File: src/rtl/mc_controller_hs.sv
// Multicycle control FSM for the non-pipelined MIPS-style datapath, with req/ack
// memory handshakes, wait-state timeout, sticky trap and a retired-instruction counter.
module mc_controller_hs #(
  parameter int ALU_FUNC_W = 4,
  parameter int WAIT_MAX   = 15,
  parameter int CNT_W      = 16
) (
  input  logic                  Clk,
  input  logic                  Reset,
  input  logic [31:0]           Instr,
  input  logic                  Zero,
  input  logic                  IMEM_Ack,
  input  logic                  MEM_Ack,
  output logic                  IMEM_Req,
  output logic                  IR_LdEn,
  output logic                  PC_LdEn,
  output logic                  PC_sel,
  output logic                  RF_B_sel,
  output logic                  RF_WrEn,
  output logic                  RF_WrData_sel,
  output logic                  ALU_Bin_sel,
  output logic [1:0]            Imm_sel,
  output logic [ALU_FUNC_W-1:0] ALU_func,
  output logic                  MEM_Req,
  output logic                  MEM_WrEn,
  output logic                  MEM_ByteEn,
  output logic                  Trap,
  output logic [3:0]            State,
  output logic [CNT_W-1:0]      Retired
);

  typedef enum logic [3:0] {
    S_FETCH     = 4'd0,
    S_DECODE    = 4'd1,
    S_BRANCH    = 4'd2,
    S_MEM_ADDR  = 4'd3,
    S_MEM_RD    = 4'd4,
    S_MEM_WR    = 4'd5,
    S_LD_WB     = 4'd7,
    S_ALU_EXEC  = 4'd8,
    S_ALU_WB    = 4'd9,
    S_TRAP      = 4'd14,
    S_PC_UPDATE = 4'd15
  } state_t;

  localparam logic [5:0] OP_RTYPE = 6'b100000;
  localparam logic [5:0] OP_LI    = 6'b111000;
  localparam logic [5:0] OP_LUI   = 6'b111001;
  localparam logic [5:0] OP_ADDI  = 6'b110000;
  localparam logic [5:0] OP_ANDI  = 6'b110010;
  localparam logic [5:0] OP_ORI   = 6'b110011;
  localparam logic [5:0] OP_LW    = 6'b001111;
  localparam logic [5:0] OP_LB    = 6'b000011;
  localparam logic [5:0] OP_SW    = 6'b011111;
  localparam logic [5:0] OP_SB    = 6'b000111;
  localparam logic [5:0] OP_B     = 6'b111111;
  localparam logic [5:0] OP_BEQ   = 6'b000000;
  localparam logic [5:0] OP_BNE   = 6'b000001;

  localparam logic [ALU_FUNC_W-1:0] FN_ADD = ALU_FUNC_W'(0);
  localparam logic [ALU_FUNC_W-1:0] FN_SUB = ALU_FUNC_W'(1);
  localparam logic [ALU_FUNC_W-1:0] FN_AND = ALU_FUNC_W'(2);
  localparam logic [ALU_FUNC_W-1:0] FN_OR  = ALU_FUNC_W'(3);

  // Counter is one bit wider than needed so WAIT_MAX itself is representable.
  localparam int WAIT_W = $clog2(WAIT_MAX + 2);
  localparam logic [WAIT_W-1:0] WAIT_LAST = WAIT_W'((WAIT_MAX > 0) ? WAIT_MAX - 1 : 0);

  state_t             state;
  logic               take_q;
  logic [WAIT_W-1:0]  wait_cnt;
  logic [CNT_W-1:0]   retired;

  logic [5:0] opcode;
  logic [4:0] rd;
  logic       rd_zero;
  logic       is_rtype, is_li, is_lui, is_addi, is_andi, is_ori;
  logic       is_lw, is_lb, is_sw, is_sb, is_b, is_beq, is_bne;
  logic       is_alu, is_load, is_store, is_branch;
  logic       wait_expired;
  logic       unused_instr_bits;

  assign opcode   = Instr[31:26];
  assign rd       = Instr[20:16];
  assign rd_zero  = (rd == 5'd0);
  assign unused_instr_bits = ^{Instr[25:21], Instr[15:4]};

  assign is_rtype = (opcode == OP_RTYPE);
  assign is_li    = (opcode == OP_LI);
  assign is_lui   = (opcode == OP_LUI);
  assign is_addi  = (opcode == OP_ADDI);
  assign is_andi  = (opcode == OP_ANDI);
  assign is_ori   = (opcode == OP_ORI);
  assign is_lw    = (opcode == OP_LW);
  assign is_lb    = (opcode == OP_LB);
  assign is_sw    = (opcode == OP_SW);
  assign is_sb    = (opcode == OP_SB);
  assign is_b     = (opcode == OP_B);
  assign is_beq   = (opcode == OP_BEQ);
  assign is_bne   = (opcode == OP_BNE);

  assign is_alu    = is_rtype | is_li | is_lui | is_addi | is_andi | is_ori;
  assign is_load   = is_lw | is_lb;
  assign is_store  = is_sw | is_sb;
  assign is_branch = is_b | is_beq | is_bne;

  assign wait_expired = (WAIT_MAX > 0) && (wait_cnt == WAIT_LAST);

  // wait_cnt defaults to clear, so it is zero on entry to every wait state.
  always_ff @(posedge Clk) begin
    if (!Reset) begin
      state    <= S_FETCH;
      take_q   <= 1'b0;
      wait_cnt <= '0;
      retired  <= '0;
    end else begin
      wait_cnt <= '0;
      case (state)
        S_FETCH: begin
          if (IMEM_Ack)          state <= S_DECODE;
          else if (wait_expired) state <= S_TRAP;
          else                   wait_cnt <= wait_cnt + 1'b1;
        end
        S_DECODE: begin
          if (is_alu)                    state <= rd_zero ? S_PC_UPDATE : S_ALU_EXEC;
          else if (is_load || is_store)  state <= S_MEM_ADDR;
          else if (is_branch)            state <= S_BRANCH;
          else                           state <= S_TRAP;
        end
        S_ALU_EXEC: state <= S_ALU_WB;
        S_ALU_WB:   state <= S_PC_UPDATE;
        S_MEM_ADDR: state <= is_store ? S_MEM_WR : S_MEM_RD;
        S_MEM_RD: begin
          if (MEM_Ack)           state <= rd_zero ? S_PC_UPDATE : S_LD_WB;
          else if (wait_expired) state <= S_TRAP;
          else                   wait_cnt <= wait_cnt + 1'b1;
        end
        S_MEM_WR: begin
          if (MEM_Ack)           state <= S_PC_UPDATE;
          else if (wait_expired) state <= S_TRAP;
          else                   wait_cnt <= wait_cnt + 1'b1;
        end
        S_LD_WB: state <= S_PC_UPDATE;
        S_BRANCH: begin
          take_q <= is_b | (is_beq & Zero) | (is_bne & ~Zero);
          state  <= S_PC_UPDATE;
        end
        S_PC_UPDATE: begin
          take_q  <= 1'b0;
          retired <= retired + 1'b1;
          state   <= S_FETCH;
        end
        S_TRAP:  state <= S_TRAP;
        default: state <= S_TRAP;
      endcase
    end
  end

  // Outputs decode from the state register; an active reset masks everything to zero.
  always_comb begin
    IMEM_Req      = 1'b0;
    IR_LdEn       = 1'b0;
    PC_LdEn       = 1'b0;
    PC_sel        = 1'b0;
    RF_B_sel      = 1'b0;
    RF_WrEn       = 1'b0;
    RF_WrData_sel = 1'b0;
    ALU_Bin_sel   = 1'b0;
    Imm_sel       = 2'b00;
    ALU_func      = FN_ADD;
    MEM_Req       = 1'b0;
    MEM_WrEn      = 1'b0;
    MEM_ByteEn    = 1'b0;
    Trap          = 1'b0;
    State         = 4'd0;
    Retired       = '0;
    if (Reset) begin
      State   = state;
      Retired = retired;
      case (state)
        S_FETCH: begin
          IMEM_Req = 1'b1;
          IR_LdEn  = IMEM_Ack;
        end
        S_DECODE: RF_B_sel = is_sw | is_sb | is_beq | is_bne;
        S_ALU_EXEC, S_ALU_WB: begin
          if (is_rtype) begin
            ALU_func = ALU_FUNC_W'(Instr[3:0]);
          end else begin
            ALU_Bin_sel = 1'b1;
            if (is_andi) begin
              Imm_sel  = 2'b01;
              ALU_func = FN_AND;
            end else if (is_ori) begin
              Imm_sel  = 2'b01;
              ALU_func = FN_OR;
            end else if (is_lui) begin
              Imm_sel  = 2'b10;
            end
          end
          if (state == S_ALU_WB) RF_WrEn = 1'b1;
        end
        S_MEM_ADDR: ALU_Bin_sel = 1'b1;
        S_MEM_RD: begin
          ALU_Bin_sel = 1'b1;
          MEM_Req     = 1'b1;
          MEM_ByteEn  = is_lb;
        end
        S_MEM_WR: begin
          ALU_Bin_sel = 1'b1;
          RF_B_sel    = 1'b1;
          MEM_Req     = 1'b1;
          MEM_WrEn    = 1'b1;
          MEM_ByteEn  = is_sb;
        end
        S_LD_WB: begin
          RF_WrEn       = 1'b1;
          RF_WrData_sel = 1'b1;
        end
        S_BRANCH: begin
          RF_B_sel = 1'b1;
          ALU_func = FN_SUB;
        end
        S_PC_UPDATE: begin
          PC_LdEn = 1'b1;
          PC_sel  = take_q;
        end
        S_TRAP:  Trap = 1'b1;
        default: ;
      endcase
    end
  end

endmodule

File: config.mk
export PLATFORM = sky130hd
export DESIGN_NAME = mc_controller_hs
export DESIGN_NICKNAME = d
export VERILOG_FILES = /design/src/rtl/mc_controller_hs.sv
export SDC_FILE = /design/constraint.sdc
export NUM_CORES = 1
export LEC_CHECK = 0
export BUFFER_PORTS_ARGS = -buffer_cell sky130_fd_sc_hd__buf_4
export CAP_MARGIN = 10
export CORE_ASPECT_RATIO = 1.5
export CORE_MARGIN = 2
export CORE_UTILIZATION = 35
export CTS_CLUSTER_DIAMETER = 50
export DETAILED_ROUTE_END_ITERATION = 6
export PLACE_DENSITY_LB_ADDON = 0.2
export RECOVER_POWER = 25
export SETUP_SLACK_MARGIN = 0.15
export SYNTH_ARGS = -nofsm -noshare
export SYNTH_HDL_FRONTEND = slang
export SYNTH_SLANG_ARGS = --single-unit
File: constraint.sdc
create_clock -name Clk -period 1.8 [get_ports Clk]
set_clock_uncertainty 0.2 [all_clocks]
set_input_delay 0.18 -clock Clk [delete_from_list [all_inputs] [get_ports Clk]]
set_output_delay 0.18 -clock Clk [all_outputs]
set_load 0.05 [all_outputs]
==> metrics.cfg, run 1 <==
[outcome]
status = finished with violations
violations = setup timing

[floorplanning]
coreArea_um2 = 5450
dieArea_um2 = 6280
die_width_um = 65.4
die_h_um = 96.1
initial_utilization_pct = 36.3
rows = 33
ios = 75

[cts]
cts_tree = yes
clock_latency_ns = 0.27
clockRootBuffer = clkbuf_8
postCtsHoldBufs = 0
ctsHtreeMaxLevel = 1
cts_sinks = 26
numCtsBuffers = 3
cts_max_path_buffers = 2
path_clk_slew_ns = 0.10

[finish]
layout.nets = 403
nFillCells = 481
fin_area_um2 = 3310
area_growth_pct = 67.4
drive_above_1_share_pct = 47.8
num_antenna_cells = 0

[worst_hold_path]
holdPathEnd = take_q
whs_path_depth = 3
hold_class = input pin to register
min_from = Instr[31]

[grt]
grt_max_degree = 45
track_usage_pct = 18.0
grt_pass1_wl_um = 9080
grt_antenna_before_repair = 0
grt_pass1_vias = 2128
grt.overflow.total = 0

[placement]
gp_congestion = 0.822
dpl_cell_area_um2 = 2800
portBuffers = 57
hpwlAfterDp_um = 4130
pre_cts_ws_ns = -0.0409

[yosys]
synthArstFlopShare_pct = 0
synth_most_common_cell = and2_1
synth_top_area_share_pct = 26.3
synth_cell_types = 48
synthesis.nets = 309
ys.flop_type = dfxtp_1
synth_cells = 269
syn_avg_cell_area_um2 = 7.35
syn_area_um2 = 1980
synth_edf_count = 0
seq_area_frac_synth_pct = 26.3
synth_top_area_cell = dfxtp_1
netlist_top_cells_count = and2_1, dfxtp_1, nor2_1, nand2_1, nand3_1
synth_area_leaders = dfxtp_1, and2_1, xnor2_1, nor2_1, nand2_1
ys_ff_latch = 26
yosys_warnings = 0

[setup_path]
worstPathMaxFanout = 6
regToRegEndpoint = state[1]
regToRegStartpoint = state[1]
r2r_cells = 8
critPathLaunchType = register
worstPathArrival_ns = 1.55
r2r_setup_slack_ns = -0.01
crit_required_ns = 1.42
endpoint_kind = output pin
worstSetupPathType = register to output pin

[pwr]
p_sw_mw = 1.38
clock_power_share_pct = 14.0
max-vdd-ir-drop_mv = 0.541
switching_share_pct = 40.4
p_total_mw = 3.42
power_leakage_nw = 1.41
cell_internal_pwr_mw = 2.04
seqPwrFrac_pct = 23.0
powerDensity_nw_per_um2 = 1030
combPwrFrac_pct = 63.0

[sta]
period_share_pct = 107
rsz0062_at_grt = yes
slew-limit-headroom_pct = 60.8
fmax_mhz = 519
layout_min_cycle_time_ns = 1.93
setup_viol = 11
tightestPinTransition_ns = 0.590
finalHoldViolations = 0
slew_viol_final = 0
setup_ws_ns = -0.129

[drt]
drt-pass1-iter-count = 6
drc_errors = 0
wl_per_cell_um = 13.5
viasPerCell = 5.12
drt-total-wl_um = 5830
drtAntennaViolNets = 0
drt-initial-drc-count = 79
vias = 2211

[run]
max-cap-violations = 0

worst max-delay path: stages, from the launching register on:
cell     delay, ns
dfxtp_4       0.39
buf_6         0.13
buf_4         0.14
nor2_4        0.12
and3_4        0.21
and2_2        0.15
buf_6         0.15
layout by cell type (no fill, tap or decap), types with 2 or more instances in the layout:
cell       Yosys  routed
buf_6          1      26
and2_1        45      37
and2_2         1       5
nand2b_1       9       6
nand2b_4       0       3
buf_12         0       2
o21ai_1        2       4
clkbuf_1       9       4
nor3b_4        0       2
dfxtp_2        0       3
nor4_4         0       2
xor2_1         8       8
nand3_1       14      10
a21oi_1       10       6
xnor2_1       13      13
nor2_2         1       5
and2_4         0       4
a21oi_4        0       2
o2111ai_1      2       2
o21ai_0        7       4
clkbuf_2       0       6
clkbuf_8       0       3
dfxtp_1       26      19
nor2_1        24      16
o21a_1         4       3
nor3_4         0       3
nor3_2         3       5
a21oi_2        0       2
and3_4         0       4
nor3_1        10       5
inv_1          8       6
dfxtp_4        0       4
nand3b_1       2       2
nand2_1       23      21
buf_8          0       6
nand3_2        0       4
buf_4          0      62
nor2_4         0       4
nand4_1        7       7
ha_1           3       2
repair_timing:
action                     4_1_cts  5_1_grt
setup endpoints to repair       40       40
pin swaps                        9       17
resized for setup               53       44
cloned                           0        0
setup buffers                    6        8
stage by stage:
stage / util [%] / setup TNS [ns] / instances / hold slack, ns
finish: 60.8 / -0.602 / 432 / 0.127
global route: 60.8 / -1.50 / 432 / 0.139
CTS: 57.3 / -0.662 / 424 / 0.138
detailed placement: 51.4 / -0.0430 / 414 / 0.296
global placement: 51.4 / -0.0342 / 414 / 0.286
floorplan: - / -0.161 / 269 / 0.230
worst max-delay path by stage:
stage / from / end / depth (start not counted)
floorplan: state[2] / MEM_ByteEn / 5
global placement: Instr[27] / RF_B_sel / 7
detailed placement: Instr[27] / RF_B_sel / 7
CTS: state[1] / MEM_ByteEn / 6
global route: state[1] / MEM_ByteEn / 6
finish: state[1] / IR_LdEn / 6
cell type report:
class	count	area, um2	share of cell area [%]
Clock buffer	3	41.3	1.25
Clock inverter	1	30.0	0.907
Inverter	8	33.8	1.02
Multi-Input combinational cell	218	1650	49.7
Sequential cell	26	539	16.3
Tap cell	70	87.6	2.64
Timing Repair Buffer	106	933	28.2
routing by layer:
metal	vias to the layer above	global-route usage (%)	share of wire (%)
li1	1111	-	-
met1	1041	19.3	38
met2	53	35.6	57
met3	6	1.75	3.2
met4	0	6.42	1.6
met5	-	0	0
power groups by stage:
stage,registers (mW),logic (mW),clock network [mW]
floorplan,0.690,1.07,0
global placement,0.776,1.50,0
detailed placement,0.777,1.51,0
CTS,0.791,1.78,0.488
global route,0.795,2.31,0.509
finish,0.785,2.16,0.480
logic make-up (layout without fill, tap and decap cells):
kind of cell	Yosys count	count (layout)	synth area share (%)
AND/OR/NAND/NOR	157	157	44.4
AO/OA/AOI/OAI	37	37	12.6
flip-flops	26	26	26.3
buffers and inverters	25	118	5.50
XOR/XNOR	21	21	9.30
adder cells (fa/ha/maj)	3	3	1.90
registers in the layout, summed over array words and instances (netlist names):
register and cells:
take_q 1, retired 16, state 4, wait_cnt 5
No activity file was read; power rests on OpenSTA's default activity.
==> inputs of run 2 (changes only) <==
--- a/config.mk
+++ b/config.mk
@@ -9,10 +9,10 @@
 export CAP_MARGIN = 10
 export CORE_ASPECT_RATIO = 1.5
 export CORE_MARGIN = 2
-export CORE_UTILIZATION = 35
+export CORE_UTILIZATION = 45
 export CTS_CLUSTER_DIAMETER = 50
 export DETAILED_ROUTE_END_ITERATION = 6
-export PLACE_DENSITY_LB_ADDON = 0.2
+export PLACE_DENSITY = 0.8
 export RECOVER_POWER = 25
 export SETUP_SLACK_MARGIN = 0.15
 export SYNTH_ARGS = -nofsm -noshare
==> constraint.sdc (replaced) <==
create_clock -name Clk -period 2.1 [get_ports Clk]
set_clock_uncertainty 0.2 [all_clocks]
set_input_delay 0.21 -clock Clk [delete_from_list [all_inputs] [get_ports Clk]]
set_output_delay 0.21 -clock Clk [all_outputs]
set_load 0.05 [all_outputs]
==> run 2 against run 1 <==
Register-to-register slack gained 0.28 ns. The flow now finishes without violations. Flip-flop and latch count unchanged. Worst setup slack better by 0.30 ns. Core utilization up 2.7 points. Highest routed layer unchanged.
==> metrics.cfg, run 2 (synthesis results as in run 1) <==
[floorplanning]
die_width_um = 58.1
rows = 29
die_h_um = 85.2
dieArea_um2 = 4950
ios = 75
initial_utilization_pct = 46.6
coreArea_um2 = 4250

[drt]
drt-total-wl_um = 5220
vias = 2079
viasPerCell = 5.50
drt-pass1-iter-count = 4
wl_per_cell_um = 13.8
drtAntennaViolNets = 0
drt-initial-drc-count = 79
drc_errors = 0

[cts]
numCtsBuffers = 3
clockRootBuffer = clkbuf_8
clock_latency_ns = 0.26
cts_max_path_buffers = 2
path_clk_slew_ns = 0.08
cts_sinks = 26
cts_tree = yes
postCtsHoldBufs = 0
ctsHtreeMaxLevel = 1

[pwr]
power_leakage_nw = 1.12
powerDensity_nw_per_um2 = 811
switching_share_pct = 45.0
p_total_mw = 2.18
p_sw_mw = 0.983
seqPwrFrac_pct = 30.2
max-vdd-ir-drop_mv = 0.950
clock_power_share_pct = 12.4
combPwrFrac_pct = 57.4
cell_internal_pwr_mw = 1.20

[sta]
setup_viol = 0
period_share_pct = 92.0
slew_viol_final = 0
fmax_mhz = 518
tightestPinTransition_ns = 0.591
layout_min_cycle_time_ns = 1.93
slew-limit-headroom_pct = 60.7
rsz0062_at_grt = yes
finalHoldViolations = 0
tns_ns = 0

[placement]
dpl_cell_area_um2 = 2590
hpwlAfterDp_um = 3930
portBuffers = 57
gp_congestion = 0.900

[setup_path]
worstSetupPathType = register to output pin
endpoint_kind = output pin
r2r_cells = 6
crit_path_start = state[1]
regToRegStartpoint = state[2]
crit_required_ns = 1.69
worstPathMaxFanout = 13
worstPathArrival_ns = 1.52
critPathLaunchType = register

[grt]
grt_max_degree = 34
grt.overflow.total = 0
grt_antenna_before_repair = 0
grt_pass1_vias = 2059
grt_pass1_wl_um = 8650
track_usage_pct = 21.6

[finish]
layout.nets = 374
drive_above_1_share_pct = 32.2
final_common_cell = buf_4
area_growth_pct = 36.2
num_antenna_cells = 0
largest_register_ffs = 16
layout_common_cells = buf_4, and2_1, nand2_1, dfxtp_1, nor2_1
multi_input_comb_area_um2 = 1460
fin_util_pct = 63.5
top_regs = retired: 16 flops, wait_cnt: 5 flops, state: 4 flops
top_register = retired
nFillCells = 381
seq_area_um2 = 533
fin_area_um2 = 2690

[worst_hold_path]
min_from = Reset
whs_path_depth = 3
hold_class = input pin to register

[run]
max-cap-violations = 0

[outcome]
status = finished clean

## run 2: cell count changes in the layout (fill, tap and decap cells not counted), moves of 4 or more
cell      delta
and2_1       +4
and3_1       +4
and3_4       -4
buf_4        -6
buf_6       -19
buf_8        -6
clkbuf_2     +6
nor2_1       +4
nor3_1       +4
## run 2: cell type report
| cell class | count | area share, % |
|---|---|---|
| flip-flops and latches | 26 | 19.8 |
| inverters | 8 | 1.25 |
| well taps | 46 | 2.14 |
| clock buffers | 3 | 1.53 |
| multi-input cells | 218 | 54.2 |
| repair buffers | 77 | 21.0 |
## run 2: power by group through the flow
stage | logic, mW | registers (mW) | clock network [mW]
after detailed placement | 1.12 | 0.661 | 0
after global placement | 1.10 | 0.659 | 0
after global routing | 1.35 | 0.666 | 0.300
final | 1.25 | 0.660 | 0.271
after floorplan | 0.851 | 0.582 | 0
after CTS | 1.20 | 0.657 | 0.279
## run 2: path summary, 6_finish.rpt
kind,end,slack [ns]
max,ALU_func[0],0.17
max reg2reg,retired[7],0.27
min,wait_cnt[4],0.08
min reg2reg,retired[1],0.31
## run 2: metrics by stage
stage,hold WS (ns),std cells,worst slack [ns]
after floorplan,0.230,269,-0.0646
after global placement,0.245,371,0.147
after detailed placement,0.288,371,0.145
after CTS,0.0694,378,0.159
after global routing,0.0951,378,0.0927
final,0.0835,378,0.168
## run 2: timing repair
item | in CTS | in global routing
gates resized for setup | 15 | 8
buffers inserted | 4 | 0
pin swaps | 0 | 1
setup endpoints to repair | 16 | 8
## run 2: layer usage
| layer | routed length, um | global-route usage [%] | share of wire, % | vias up |
|---|---|---|---|---|
| li1 | - | - | - | 1048 |
| met1 | 1960 | 23.3 | 38 | 957 |
| met2 | 2930 | 40.5 | 56 | 70 |
| met3 | 272 | 2.74 | 5.2 | 4 |
| met4 | 57 | 9.30 | 1.1 | 0 |
| met5 | 0 | 0 | 0 | - |
## run 2: worst max-delay path, cell delays in order (launching register included)
cell and delay, ns:
dfxtp_4 0.39, nor2_2 0.17, nand2_2 0.11, a2111oi_4 0.27, o21a_1 0.16, buf_6 0.16
==> inputs of run 3 (changes only) <==
--- a/config.mk
+++ b/config.mk
@@ -8,7 +8,6 @@
 export BUFFER_PORTS_ARGS = -buffer_cell sky130_fd_sc_hd__buf_4
 export CAP_MARGIN = 10
 export CORE_ASPECT_RATIO = 1.5
-export CORE_MARGIN = 2
 export CORE_UTILIZATION = 45
 export CTS_CLUSTER_DIAMETER = 50
 export DETAILED_ROUTE_END_ITERATION = 6
==> run 3 against run 2 <==
Worst hold slack better by 0.041 ns. Cell area is 4.7% higher. First-iteration DRC count is 5.1% lower. Die area is 5.7% lower. Register-to-register slack worse by 0.05 ns. Combinational power is 13% higher. Worst setup slack worse by 0.016 ns. Critical path type unchanged. Largest cell class unchanged. Largest power group unchanged.
==> metrics.cfg, run 3 (synthesis results as in run 1) <==
[setup_path]
worstPathArrival_ns = 1.54
cpPeakStageDelay_ns = 0.41
crit_chain = nor2_4 > nand2_2 > a2111oi_2 > o21a_1 > buf_6
r2r_setup_slack_ns = 0.22
worstSetupPathType = register to output pin
endpoint_kind = output pin
cpMaxStageDelayCell = dfxtp_4
cp_num_buf_inv = 1
critPathTopFamily = compound AO/OA/AOI/OAI gates
worstPathMaxFanout = 14
crit_required_ns = 1.69
critPathLaunchType = register

[floorplanning]
coreArea_um2 = 4210
die_width_um = 56.1
rows = 29
dieArea_um2 = 4670
ios = 75
die_h_um = 83.2
initial_utilization_pct = 47.0

[grt]
grt_pass1_vias = 2078
grt.overflow.total = 0
grt_max_degree = 46
track_usage_pct = 23.6
grt_antenna_before_repair = 0
grt_pass1_wl_um = 9040

[drt]
viasPerCell = 5.65
wl_per_cell_um = 14.7
vias = 2176
drc_errors = 0
drt-initial-drc-count = 75
drt-pass1-iter-count = 4
drt-total-wl_um = 5670
drtAntennaViolNets = 0

[cts]
clock_latency_ns = 0.28
postCtsHoldBufs = 0
path_clk_slew_ns = 0.09
numCtsBuffers = 3
cts_max_path_buffers = 2
ctsHtreeMaxLevel = 1
cts_sinks = 26
cts_tree = yes
clockRootBuffer = clkbuf_8

[run]
max-cap-violations = 0

[worst_hold_path]
hold_class = input pin to register

[finish]
layout_common_cells = buf_4, and2_1, nand2_1, dfxtp_1, nor2_1
largest_register_ffs = 16
nFillCells = 360
final_common_cell = buf_4
fin_area_um2 = 2820
layout.nets = 380
top_register = retired
num_antenna_cells = 0
top_regs = retired: 16 flops, wait_cnt: 5 flops, state: 4 flops
area_growth_pct = 42.6
drive_above_1_share_pct = 35.4

[placement]
pre_cts_ws_ns = 0.0995
dpl_cell_area_um2 = 2580
portBuffers = 57
gp_congestion = 0.890
hpwlAfterDp_um = 3890

[sta]
slew_viol_final = 0
fmax_mhz = 513
slew-limit-headroom_pct = 56.7
rsz0062_at_grt = yes
finalHoldViolations = 0
layout_min_cycle_time_ns = 1.95
setup_viol = 0
period_share_pct = 92.7
setup_ws_ns = 0.152
tightestPinTransition_ns = 0.649

[pwr]
power_leakage_nw = 1.22
max-vdd-ir-drop_mv = 0.866
powerDensity_nw_per_um2 = 890

[outcome]
status = finished clean

## run 3: area by class of cell
type / instances / area, um2 / share of cell area, %
multi-input cells: 218 / 1480 / 52.5
repair buffers: 83 / 642 / 22.8
flip-flops and latches: 26 / 534 / 18.9
well taps: 46 / 57.6 / 2.04
clock buffers: 3 / 41.3 / 1.46
inverters: 8 / 33.8 / 1.20
clock inverters: 1 / 30.0 / 1.06
## run 3: repair_timing
item | 4_1_cts | 5_1_grt
pin swaps | 0 | 2
endpoints found under the hold margin | 0 | 0
gates resized for setup | 15 | 17
setup endpoints to repair | 23 | 13
buffers inserted | 4 | 7
## run 3: per-layer routing
metal / GRT usage [%] / vias to the layer above / part of all wire (%)
met1: 24.2 / 994 / 37
met2: 43.7 / 92 / 53
li1: - / 1063 / -
met3: 2.18 / 27 / 4.6
met4: 15.7 / 0 / 5.3
met5: 0 / - / 0
## run 3: metrics by stage
stage	instances	hold WS (ns)	power [mW]	setup TNS, ns	utilization, %
2_1_floorplan	269	0.230	1.43	-0.0646	-
3_3_place_gp	370	0.246	1.76	0	61.4
3_5_place_dp	370	0.252	1.77	0	61.4
4_1_cts	378	0.125	2.29	0	64.7
5_1_grt	385	0.127	2.64	0	67.0
6_report	385	0.124	2.51	0	67.0
## run 3: final timing paths
| path | startpoint | end | cells after the start |
|---|---|---|---|
| hold / removal | Instr[31] | take_q | 3 |
| hold reg to reg | wait_cnt[0] | wait_cnt[0] | 1 |
| setup / recovery | state[1] | ALU_func[0] | 5 |
| setup reg to reg | state[2] | retired[7] | 7 |
## run 3: worst reg2reg max path: cells and delay by family, from the launching register on
family,cells,cell delay (ns)
xor gates and xnor gates,1,0.14
buffers and inverters,2,0.24
DFF,1,0.40
and+or+nand+nor,4,0.82
## run 3: where the power goes
group	leakage, nW	switching [mW]	internal, mW
clock network	0.0357	0.160	0.255
registers	0.213	0.125	0.562
logic	0.974	0.787	0.620
total	1.22	1.07	1.44
